$ cat src/rtl/sap_pkg.sv
// Shared types for the SAP-1 controller: opcodes, T-state encoding and the control word.
// The optional single-step feature is enabled by defining SAP_STEP_EN.
package sap_pkg;

  localparam int T_W = 6;

  typedef enum logic [3:0] {
    OP_LDA = 4'h0,
    OP_ADD = 4'h1,
    OP_SUB = 4'h2,
    OP_OUT = 4'hE,
    OP_HLT = 4'hF
  } opcode_e;

  typedef enum logic [T_W-1:0] {
    T1 = 6'b000001,
    T2 = 6'b000010,
    T3 = 6'b000100,
    T4 = 6'b001000,
    T5 = 6'b010000,
    T6 = 6'b100000
  } tstate_e;

  // Every field is active-high here; polarity is applied at the output pins.
  typedef struct packed {
    logic cp;
    logic ep;
    logic ea;
    logic su;
    logic eu;
    logic lm;
    logic ce;
    logic li;
    logic ei;
    logic la;
    logic lb;
    logic lo;
  } ctrl_t;

endpackage

$ cat src/rtl/sap_ring_counter.sv
// One-hot T1..T6 ring; rotates on advance unless frozen, resets to T1.
module sap_ring_counter
  import sap_pkg::*;
(
  input  logic           clock,
  input  logic           reset,
  input  logic           advance,
  input  logic           freeze,
  output logic [T_W-1:0] t_state
);

  always_ff @(posedge clock or posedge reset) begin
    if (reset) begin
      t_state <= T1;
    end else if (advance && !freeze) begin
      t_state <= {t_state[T_W-2:0], t_state[T_W-1]};
    end
  end

endmodule

$ cat src/rtl/sap_controller.sv
// SAP-1 control sequencer: ring counter plus combinational strobe decode.
// Define SAP_STEP_EN to add run_mode/step single-stepping.
module sap_controller
  import sap_pkg::*;
(
  input  logic           clock,
  input  logic           reset,
`ifdef SAP_STEP_EN
  input  logic           run_mode,
  input  logic           step,
`endif
  input  logic [3:0]     opcode,
  output logic           cp,
  output logic           ep,
  output logic           ea,
  output logic           su,
  output logic           eu,
  output logic           lm_n,
  output logic           ce_n,
  output logic           li_n,
  output logic           ei_n,
  output logic           la_n,
  output logic           lb_n,
  output logic           lo_n,
  output logic           halted,
  output logic [T_W-1:0] t_state
);

  ctrl_t cw;
  logic  advance;
  logic  hlt_t4;
  logic  freeze;
  logic  active;

`ifdef SAP_STEP_EN
  logic step_q;

  always_ff @(posedge clock or posedge reset) begin
    if (reset) begin
      step_q <= 1'b0;
    end else begin
      step_q <= step;
    end
  end

  // A held step produces a single advance on its rising edge.
  assign advance = run_mode | (step & ~step_q);
`else
  assign advance = 1'b1;
`endif

  assign hlt_t4 = (t_state == T4) && (opcode == OP_HLT);
  assign freeze = halted | hlt_t4;
  assign active = ~reset & ~halted;

  always_ff @(posedge clock or posedge reset) begin
    if (reset) begin
      halted <= 1'b0;
    end else if (hlt_t4 && advance) begin
      halted <= 1'b1;
    end
  end

  sap_ring_counter u_ring (
    .clock   (clock),
    .reset   (reset),
    .advance (advance),
    .freeze  (freeze),
    .t_state (t_state)
  );

  always_comb begin
    cw = '0;
    case (t_state)
      T1: begin
        cw.ep = 1'b1;
        cw.lm = 1'b1;
      end
      T2: cw.cp = 1'b1;
      T3: begin
        cw.ce = 1'b1;
        cw.li = 1'b1;
      end
      T4: begin
        case (opcode)
          OP_LDA, OP_ADD, OP_SUB: begin
            cw.ei = 1'b1;
            cw.lm = 1'b1;
          end
          OP_OUT: begin
            cw.ea = 1'b1;
            cw.lo = 1'b1;
          end
          default: ;
        endcase
      end
      T5: begin
        case (opcode)
          OP_LDA: begin
            cw.ce = 1'b1;
            cw.la = 1'b1;
          end
          OP_ADD, OP_SUB: begin
            cw.ce = 1'b1;
            cw.lb = 1'b1;
          end
          default: ;
        endcase
      end
      T6: begin
        if (opcode == OP_ADD || opcode == OP_SUB) begin
          cw.eu = 1'b1;
          cw.la = 1'b1;
          cw.su = (opcode == OP_SUB);
        end
      end
      default: ;
    endcase
  end

  // Bus enables hold through a stall; the PC increment and register loads fire only on advance.
  assign ep   = active & cw.ep;
  assign ea   = active & cw.ea;
  assign su   = active & cw.su;
  assign eu   = active & cw.eu;
  assign ce_n = ~(active & cw.ce);
  assign ei_n = ~(active & cw.ei);
  assign cp   = active & advance & cw.cp;
  assign lm_n = ~(active & advance & cw.lm);
  assign li_n = ~(active & advance & cw.li);
  assign la_n = ~(active & advance & cw.la);
  assign lb_n = ~(active & advance & cw.lb);
  assign lo_n = ~(active & advance & cw.lo);

endmodule

$ cat config.mk
export PLATFORM = sky130hd
export DESIGN_NAME = sap_controller
export DESIGN_NICKNAME = d
export VERILOG_FILES = /design/src/rtl/sap_pkg.sv /design/src/rtl/sap_ring_counter.sv /design/src/rtl/sap_controller.sv
export SDC_FILE = /design/constraint.sdc
export NUM_CORES = 1
export LEC_CHECK = 0
export CAP_MARGIN = 10
export CELL_PAD_IN_SITES_DETAIL_PLACEMENT = 1
export CELL_PAD_IN_SITES_GLOBAL_PLACEMENT = 1
export CORE_MARGIN = 5
export CORE_UTILIZATION = 25
export DETAILED_ROUTE_END_ITERATION = 10
export PLACE_DENSITY = 0.76
export SETUP_SLACK_MARGIN = 0.4
export SYNTH_ARGS = -nofsm -noshare
export SYNTH_HDL_FRONTEND = slang
export SYNTH_SLANG_ARGS = --single-unit
$ cat constraint.sdc
create_clock -name clock -period 1.4 [get_ports clock]
set_input_delay 0.28 -clock clock [delete_from_list [all_inputs] [get_ports clock]]
set_output_delay 0.28 -clock clock [all_outputs]
set_load 0.02 [all_outputs]
-- Yosys cells after proc, flatten, opt, wreduce, memory -nomap -nowiden
Index checks and enable logic that the tools add are counted.
- flip-flop bits (word level): 7
- input bits: 6
- logic and storage cells: 55
- eq/ne operators: 10
- muxes and demuxes: 16
- bitwise gates (word level): 22
- reduce and logical (&&, ||, !) cells: 5
- operators by type and width (kind ; number):
    $and 1x1->1 ; 12
    $mux 1 ; 11
    $not 1->1 ; 9
    $eq 4x4->1 const B ; 2
    $eq 6x1->1 const B ; 1
    $eq 6x2->1 const B ; 1
    $eq 6x3->1 const B ; 1
    $eq 6x4->1 const B ; 1
    $eq 6x5->1 const B ; 1
    $eq 6x6->1 const B ; 1
    $pmux 1 s2 ; 3
    $eq 4x1->1 const B ; 1
    $eq 4x2->1 const B ; 1
    $logic_not 4->1 ; 1
    $mux 2 ; 2
    $reduce_or 3->1 ; 1
    $reduce_or 2->1 ; 1
    $logic_and 1x1->1 ; 1
    $logic_or 1x1->1 ; 1
    $or 1x1->1 ; 1

-- Depth between registers and ports, before layout
Gate-level depths: netlist (run 1).
- word-level depth: 6
- gate-level depth with buffers: 4
- gate-level depth less buffers: 3

-- Cells and area by module
A second synthesis (run 1) with hierarchy kept.
- cells, all modules: 51
- area total of the unflattened synthesis: 516.7 sq um
- by module, submodules not included (module ; times used ; cells an instance ; area each (sq um)):
    sap_controller ; 1 ; 36 ; 266.5
    sap_ring_counter ; 1 ; 15 ; 250.2

-- Least setup slack after synthesis (run 1)
No wires, ideal clock.
- path kind: reg2out
- from: reg halted
- to: out su
- arrival time: 1828 ps
- slack: -708 ps
- cell stages (with the launch flop): 5
- cell sequence: dfrtp_1 -> buf_2 -> nor4_4 -> nand3_1 -> nor4b_1
- word-level cells in the longest chain between the ends: 3
- RTL lines (item ; RTL line ; source):
    start: declaration ; sap_controller.sv:25 ; output logic halted,
    start signal: assignment ; sap_controller.sv:58 ; halted <= 1'b0;
    start signal: assignment ; sap_controller.sv:60 ; halted <= 1'b1;
    $not 1->1 ; sap_controller.sv:54 ; assign active = ~reset & ~halted;
    $and 1x1->1 ; sap_controller.sv:54 ;
    $and 1x1->1 ; sap_controller.sv:124 ; assign su = active & cw.su;
    end: declaration ; sap_controller.sv:16 ; output logic su,
Every way passes these cells.

-- Worst setup path in the final report (run 1)
- from: reg u_ring.t_state[2]
- to: out lm_n
- word-level cells in the longest chain between the ends: 4
- elaborated cells on any way between the ends: 5
- classes of those cells: eq/ne (2); mux (1); bitwise (2)
- RTL lines (item ; RTL line ; source):
    start: declaration ; sap_ring_counter.sv:9 ; output logic [T_W-1:0] t_state
    start signal: assignment ; sap_ring_counter.sv:16 ; t_state <= {t_state[T_W-2:0], t_state[T_W-1]};
    $eq 6x4->1 or $eq 6x1->1 (tied branches) ; sap_controller.sv:74 ; case (t_state)
    $pmux 1 s2 (*) ; sap_controller.sv:74 ;
    $and 1x1->1 (*) ; sap_controller.sv:129 ; assign lm_n = ~(active & advance & cw.lm);
    $not 1->1 (*) ; sap_controller.sv:129 ;
    end: declaration ; sap_controller.sv:18 ; output logic lm_n,
Mark *: on every way between the ends. The rest lies on a longest branch, timed or not.

==> metrics.csv, run 1 <==
stage,metric,value,unit
critical_path,cp_common_cell,sky130_fd_sc_hd__buf_6,
die,initial_util,0.2584,
timing,final_hold_viol_count,0,
clocking,postCtsHoldBufs,0,
synth,netlist_area,501.7,sq um
synth,synth_area_per_cell,10.68,sq um
timing,timing_max_transition_violations_final,0,
synth,seq_area_frac_synth,0.3516,
drt,drt_pass1_iterations,3,
timing,max-slew-margin-rel,0.7972,
synth,ys_dominant_reg_cell,sky130_fd_sc_hd__dfrtp_1,
critical_path,path_cells,nor4_4 > and4b_2 > buf_6 > a31oi_4 > buf_6,
critical_path,worst_ep_arrival_time,1.63,ns
timing,share_of_the_clock_period_used_by_the_worst_path_after_layout,1.365,
placed_design,io_buffer_count,24,
synth,yosys_warns,0,
critical_path,cpLargestDelayFamily,simple AND/OR/NAND/NOR gates,
synth,post-synth-top-area-fraction,0.2993,
drt,via_count,661,
global_routing,grt_use_met2,0.3071,
min_path,worstHoldPathType,input port to asynchronous set/reset pin,
critical_path,critPathLaunchType,flip-flop,
critical_path,setup.worst_path.class,flip-flop to output port,
drt,wl_per_cell,18.36,microns
die,die-area,3003,sq um
cells_and_area,post_route_cells_drive_above_1_share,0.7965,
clocking,clock_sink_count,7,
placed_design,detailed_place_hpwl,1420,microns
run_status,run_status,finished with violations,
die,fp.dieH,54.80,microns
global_routing,grt_most_used_layer,met2,
global_routing,grt_start_max_net_pins,8,
drt,totalWireLength,2571,microns
placed_design,numPlacedInstances,120,
critical_path,critical_path_peak_fanout,3,
drt,initialDrtViolationCount,1,
timing,max_fclk,0.5234,GHz
global_routing,gr-usage-met1,0.1494,
die,die_width,54.80,microns
timing,worst_pin_slew,0.3030,ns
timing,post-route-worst-setup-slack,-0.5107,ns
timing,setup_viol_count_final,19,
global_routing,globalRouteOverflowTotal,0,
drt,ant_nets,0,
synth,count_of_flip_flops_with_a_built_in_enable_after_synthesis,0,
synth,ys_types,27,
critical_path,crit_buf_inv,2,
placed_design,placement_stage_worst_setup_slack,-1.078,ns
cells_and_area,fillers,205,
timing,setup-tns-final,-5.549,ns
cells_and_area,final_area,1297,sq um
clocking,tritoncts,built,
flow_run,drv_cap,0,
clocking,clockRootBuffer,sky130_fd_sc_hd__clkbuf_4,
drt,drt-vias-per-instance,4.721,
clocking,cts_max_level,1,
global_routing,groute.layer.met3.usage,0.03542,
synth,largest_cells_by_area_after_synthesis,"sky130_fd_sc_hd__dfrtp_1, sky130_fd_sc_hd__mux2_2, sky130_fd_sc_hd__nor4_4",
clocking,cts_made_buffers,3,
placed_design,postPlaceCellArea,987.2,sq um
clocking,clkLatencyLatePin,0.25,ns
die,row_count,16,
die,core_area,1942,sq um
critical_path,crit_path_max_incr_delay,0.44,ns
timing,fin_worst_skew,0.004277,ns
drt,detail_route.drc_violations,0,
synth,synth_register_bits,7,
clocking,cts.reportedPaths.clkPinSlew,0.06,ns
synth,mapped_nets,53,
cells_and_area,finish.cell_count_without_fillers,140,
synth,synthTopCellsByCount,"sky130_fd_sc_hd__dfrtp_1, sky130_fd_sc_hd__and4b_1, sky130_fd_sc_hd__mux2_2, sky130_fd_sc_hd__nor2_1",
run_status,violations,setup timing,
global_routing,gr-usage-all-layers,0.1585,
power,leakagePower,0.6266,nW
cells_and_area,layout.core_utilization,0.6682,
cells_and_area,antenna_cells_inserted,0,
power,vdd_ir_drop_max,0.0003915,V
global_routing,via_count_of_the_first_global_routing_pass,756,
synth,postSynthCellCount,47,
critical_path,required,1.12,ns
global_routing,initial_antenna_violation_count,0,
synth,async_reset_ff_frac,1.000,
power,power_dens_cells,355.3,nW/um^2
timing,rsz0062_at_grt,true,
die,io_pins,25,
timing,finalWorstPathRequiredPeriod,1.911,ns
cells_and_area,area_growth,158.6,%
cells_and_area,final_net_count,120,
clocking,max-clock-path-buffers,2,
critical_path,crit_slowest_cell,sky130_fd_sc_hd__dfrtp_1,
global_routing,first_pass_grt_wire_length,3353,microns
synth,post-synth-top-count-cell,sky130_fd_sc_hd__dfrtp_1,
placed_design,globalplace.congestion,0.7263,
synth,synth_area_leader_cell,sky130_fd_sc_hd__dfrtp_1,
critical_path,end_kind,output port,
## repair_timing
action / in CTS / in global routing
setup buffers: 8 / 8
pin swaps: 8 / 5
setup endpoints to repair: 26 / 26
endpoints found under the hold margin: 0 / 0
gates resized for setup: 119 / 29
## state kept, by name (all words and copies together) (netlist names)
signal and count:
halted 1, u_ring.t_state 6
## cell families (layout without fill, tap and decap cells)
logic type | count (synthesis) | after routing | share of synthesized area
xor+xnor | 1 | 1 | 0.01746
simple gates | 26 | 26 | 0.4015
buf+inv | 3 | 69 | 0.02493
compound gates | 4 | 4 | 0.06984
flops | 7 | 7 | 0.3516
mux | 6 | 6 | 0.1347
## final cells by class
| class | count | area, sq um | share of cell area |
|---|---|---|---|
| Clock buffer | 4 | 26.28 | 0.02025 |
| Multi-Input combinational cell | 37 | 447.9 | 0.3452 |
| Tap cell | 27 | 33.78 | 0.02604 |
| Inverter | 2 | 7.507 | 0.005786 |
| Timing Repair Buffer | 63 | 601.8 | 0.4638 |
| Sequential cell | 7 | 180.2 | 0.1389 |
## worst paths after layout
check / from / to / slack (ns) / cells after the start
max: u_ring.t_state[2]$_DFFE_PP0N_ / lm_n / -0.51 / 5
min: reset / u_ring.t_state[1]$_DFFE_PP0N_ / 0.30 / 3
max reg2reg: u_ring.t_state[2]$_DFFE_PP0N_ / u_ring.t_state[3]$_DFFE_PP0N_ / -0.28 / 5
min reg2reg: u_ring.t_state[3]$_DFFE_PP0N_ / u_ring.t_state[4]$_DFFE_PP0N_ / 0.73 / 2
max in group asynchronous: reset / u_ring.t_state[0]$_DFFE_PP1N_ / 0.82 / 3
min in group clock: opcode[0] / halted$_DFFE_PP0P_ / 0.59 / 4
## worst register-to-register path: cells and delay by family, from the launching register on
family	cells	cell delay, ns
DFF	1	0.44
and+or+nand+nor	1	0.36
AOI/OAI and AO/OA	1	0.14
buffers and inverters	2	0.29
muxes	1	0.32
## per-layer routing
layer / vias to the layer above / share of wire
met5: - / 0
met4: 0 / 0.017
met3: 4 / 0.047
met2: 20 / 0.56
met1: 328 / 0.38
li1: 309 / -
## layout by cell type, fill, tap and decap left out, drive strengths merged
master,Yosys,layout
dfstp,1,1
dlymetal6s2s,0,2
dfrtp,6,6
nand3b,1,1
clkbuf,0,4
nor3b,1,1
a31oi,1,1
o21a,1,1
and3,1,1
and4b,4,4
and3b,1,1
nor2,4,4
o21ai,1,1
xnor2,1,1
nand2,2,2
mux2,6,6
dlygate4sd2,0,3
a41oi,1,1
buf,1,58
nor4b,1,1
nand4b,2,2
nor2b,1,1
nor4,3,3
and2,1,1
inv,2,2
nand2b,1,1
nand3,2,2
nor3,1,1
## metrics by stage
stage | power, mW | hold WS, ns
global placement | 0.2678 | 0.5841
CTS | 0.4548 | 0.2884
finish | 0.4610 | 0.3049
global route | 0.4875 | 0.3167
floorplan | 0.2253 | 0.08247
detailed placement | 0.2703 | 0.5911
## power breakdown
group / leakage (nW) / internal [mW] / switching, mW
Sequential: 0.0892 / 0.203 / 0
Combinational: 0.522 / 0.0379 / 0.0361
Clock: 0.0150 / 0.109 / 0.0756
Total: 0.627 / 0.349 / 0.112
Note: power is estimated with default switching activity, not from simulation.
==> run 2: changes to the inputs <==
- CORE_MARGIN: 5 -> 2
==> metrics.csv, run 2 (synthesis results as in run 1) <==
stage,metric,value,unit
run_status,run_status,finished with violations,
run_status,violations,setup timing,
clocking,clock_sink_count,7,
cells_and_area,area_growth,159.1,%
min_path,worstHoldPathType,input port to asynchronous set/reset pin,
placed_design,numPlacedInstances,120,
critical_path,cpLargestDelayFamily,simple AND/OR/NAND/NOR gates,
cells_and_area,finish.cell_count_without_fillers,139,
critical_path,critical_path_peak_fanout,4,
critical_path,reg2regPathDepth,4,
timing,finalWorstPathRequiredPeriod,1.911,ns
critical_path,crit_start,u_ring.t_state[4]$_DFFE_PP0N_,
timing,worst_pin_slew,0.2913,ns
drt,drt-vias-per-instance,4.719,
die,initial_util,0.2611,
critical_path,r2r_slack,-0.26,ns
timing,max-slew-margin-rel,0.8044,
cells_and_area,regMostFlops,u_ring.t_state,
cells_and_area,final_net_count,119,
global_routing,globalRouteOverflowTotal,0,
placed_design,io_buffer_count,24,
clocking,cts_max_level,1,
critical_path,crit_slowest_cell,sky130_fd_sc_hd__dfrtp_2,
timing,setup_viol_count_final,16,
global_routing,initial_antenna_violation_count,0,
drt,initialDrtViolationCount,9,
die,io_pins,25,
critical_path,worst_ep_arrival_time,1.63,ns
die,fp.dieH,48.80,microns
cells_and_area,multi_input_area,446.7,sq um
timing,post-route-worst-setup-slack,-0.5114,ns
critical_path,required,1.12,ns
clocking,max-clock-path-buffers,2,
drt,met3_wirelength,68,microns
cells_and_area,fillers,193,
die,die_width,48.80,microns
timing,timing_max_transition_violations_final,0,
drt,wl_met1,1044,microns
global_routing,first_pass_grt_wire_length,3381,microns
drt,via_count,656,
clocking,tritoncts,built,
critical_path,path_cells,nor4_4 > and4b_2 > buf_4 > buf_6 > buf_6,
cells_and_area,layout.cells.most_common_list,"sky130_fd_sc_hd__buf_6, sky130_fd_sc_hd__buf_4, sky130_fd_sc_hd__mux2_4",
critical_path,critPathLaunchType,flip-flop,
drt,wl_per_cell,17.97,microns
critical_path,cp_common_cell,sky130_fd_sc_hd__buf_6,
cells_and_area,post_route_cells_drive_above_1_share,0.8214,
drt,maxUsedRoutingLayer,met3,
power,fin_total_pwr,0.4696,mW
critical_path,crit_path_max_incr_delay,0.46,ns
timing,rsz0062_at_grt,true,
critical_path,setup.worst_path.class,flip-flop to output port,
placed_design,detailed_place_hpwl,1336,microns
drt,detail_route.drc_violations,0,
die,die-area,2381,sq um
die,core_area,1922,sq um
placed_design,globalplace.congestion,0.7068,
timing,fin_worst_skew,0.003731,ns
timing,final_hold_viol_count,0,
cells_and_area,antenna_cells_inserted,0,
clocking,cts.reportedPaths.clkPinSlew,0.06,ns
cells_and_area,largestRegisters,"u_ring.t_state x6, halted x1",
placed_design,placement_stage_worst_setup_slack,-1.069,ns
critical_path,crit_buf_inv,3,
global_routing,gr-usage-all-layers,0.1842,
critical_path,r2r-end,u_ring.t_state[4]$_DFFE_PP0N_,
cells_and_area,seqCellArea,180.2,sq um
clocking,clkLatencyLatePin,0.25,ns
timing,max_fclk,0.5232,GHz
die,row_count,16,
critical_path,end_kind,output port,
power,power_dens_cells,361.2,nW/um^2
critical_path,origin_of_the_critical_flop_to_flop_path,u_ring.t_state[0]$_DFFE_PP1N_,
flow_run,drv_cap,0,
power,leakagePower,0.6079,nW
timing,share_of_the_clock_period_used_by_the_worst_path_after_layout,1.365,
cells_and_area,largest_reg_flops,6,
drt,met2_wirelength,1386,microns
power,vdd_ir_drop_max,0.0005290,V
drt,drt_pass1_iterations,4,
clocking,cts_made_buffers,3,
global_routing,via_count_of_the_first_global_routing_pass,712,
drt,totalWireLength,2498,microns
cells_and_area,final_common_cell,sky130_fd_sc_hd__buf_6,
drt,ant_nets,0,
global_routing,grt_start_max_net_pins,8,
clocking,clockRootBuffer,sky130_fd_sc_hd__clkbuf_4,
run 2: cell count changes in the layout (fill, tap and decap cells not counted), moves of 2 or more:
cell / delta
sky130_fd_sc_hd__buf_6: +4
sky130_fd_sc_hd__nor2_1: -2
sky130_fd_sc_hd__clkdlybuf4s50_1: +2
sky130_fd_sc_hd__nor2_2: +2
sky130_fd_sc_hd__buf_4: -6
run 2: repair_timing:
| action | in CTS | in global routing |
|---|---|---|
| resized for setup | 120 | 31 |
| pin swaps | 10 | 8 |
| cloned | 0 | 0 |
| hold buffers | 0 | 0 |
| endpoints found under the setup margin | 26 | 26 |
| setup buffers | 7 | 8 |
run 2: layout make-up:
type                    count  area share
inverters                   2    0.005775
clock buffers               4     0.02021
repair buffers             62      0.4658
multi-input cells          37      0.3436
well taps                  27     0.02599
flip-flops and latches      7      0.1386
run 2: metal layers:
metal,global-route usage,vias to the layer above
li1,-,314
met1,0.1922,324
met2,0.3539,18
met3,0.03067,0
met4,0.08571,0
met5,0,-
run 2: report_power, final:
group	total (mW)	internal, mW	leakage, nW	switching, mW
clock network	0.185	0.109	0.0150	0.0765
registers	0.202	0.202	0.0892	0
logic	0.0817	0.0431	0.504	0.0386
total	0.470	0.354	0.608	0.115
run 2: worst reg2reg max path, stage by stage, from the launching register on:
cell                      delay (ns)
sky130_fd_sc_hd__dfstp_2        0.58
sky130_fd_sc_hd__and4b_1        0.24
sky130_fd_sc_hd__buf_6          0.13
sky130_fd_sc_hd__a41oi_4        0.28
sky130_fd_sc_hd__mux2_4         0.33
run 2: worst max-delay path by stage:
stage | endpoint | cells after the start
floorplan | su | 4
global placement | su | 5
detailed placement | su | 5
CTS | su | 4
global route | ep | 5
finish | ep | 5
run 2: through the flow:
stage | cell area, sq um | hold WS, ns | setup TNS [ns] | util
final | 1300 | 0.3164 | -5.516 | 0.6764
after global routing | 1300 | 0.3486 | -6.670 | 0.6764
after CTS | 1119 | 0.2922 | -5.414 | 0.5820
after detailed placement | 987.2 | 0.5829 | -11.67 | 0.5137
after global placement | 987.2 | 0.5841 | -11.21 | 0.5137
after floorplan | 551.8 | 0.08247 | -1.446 | -
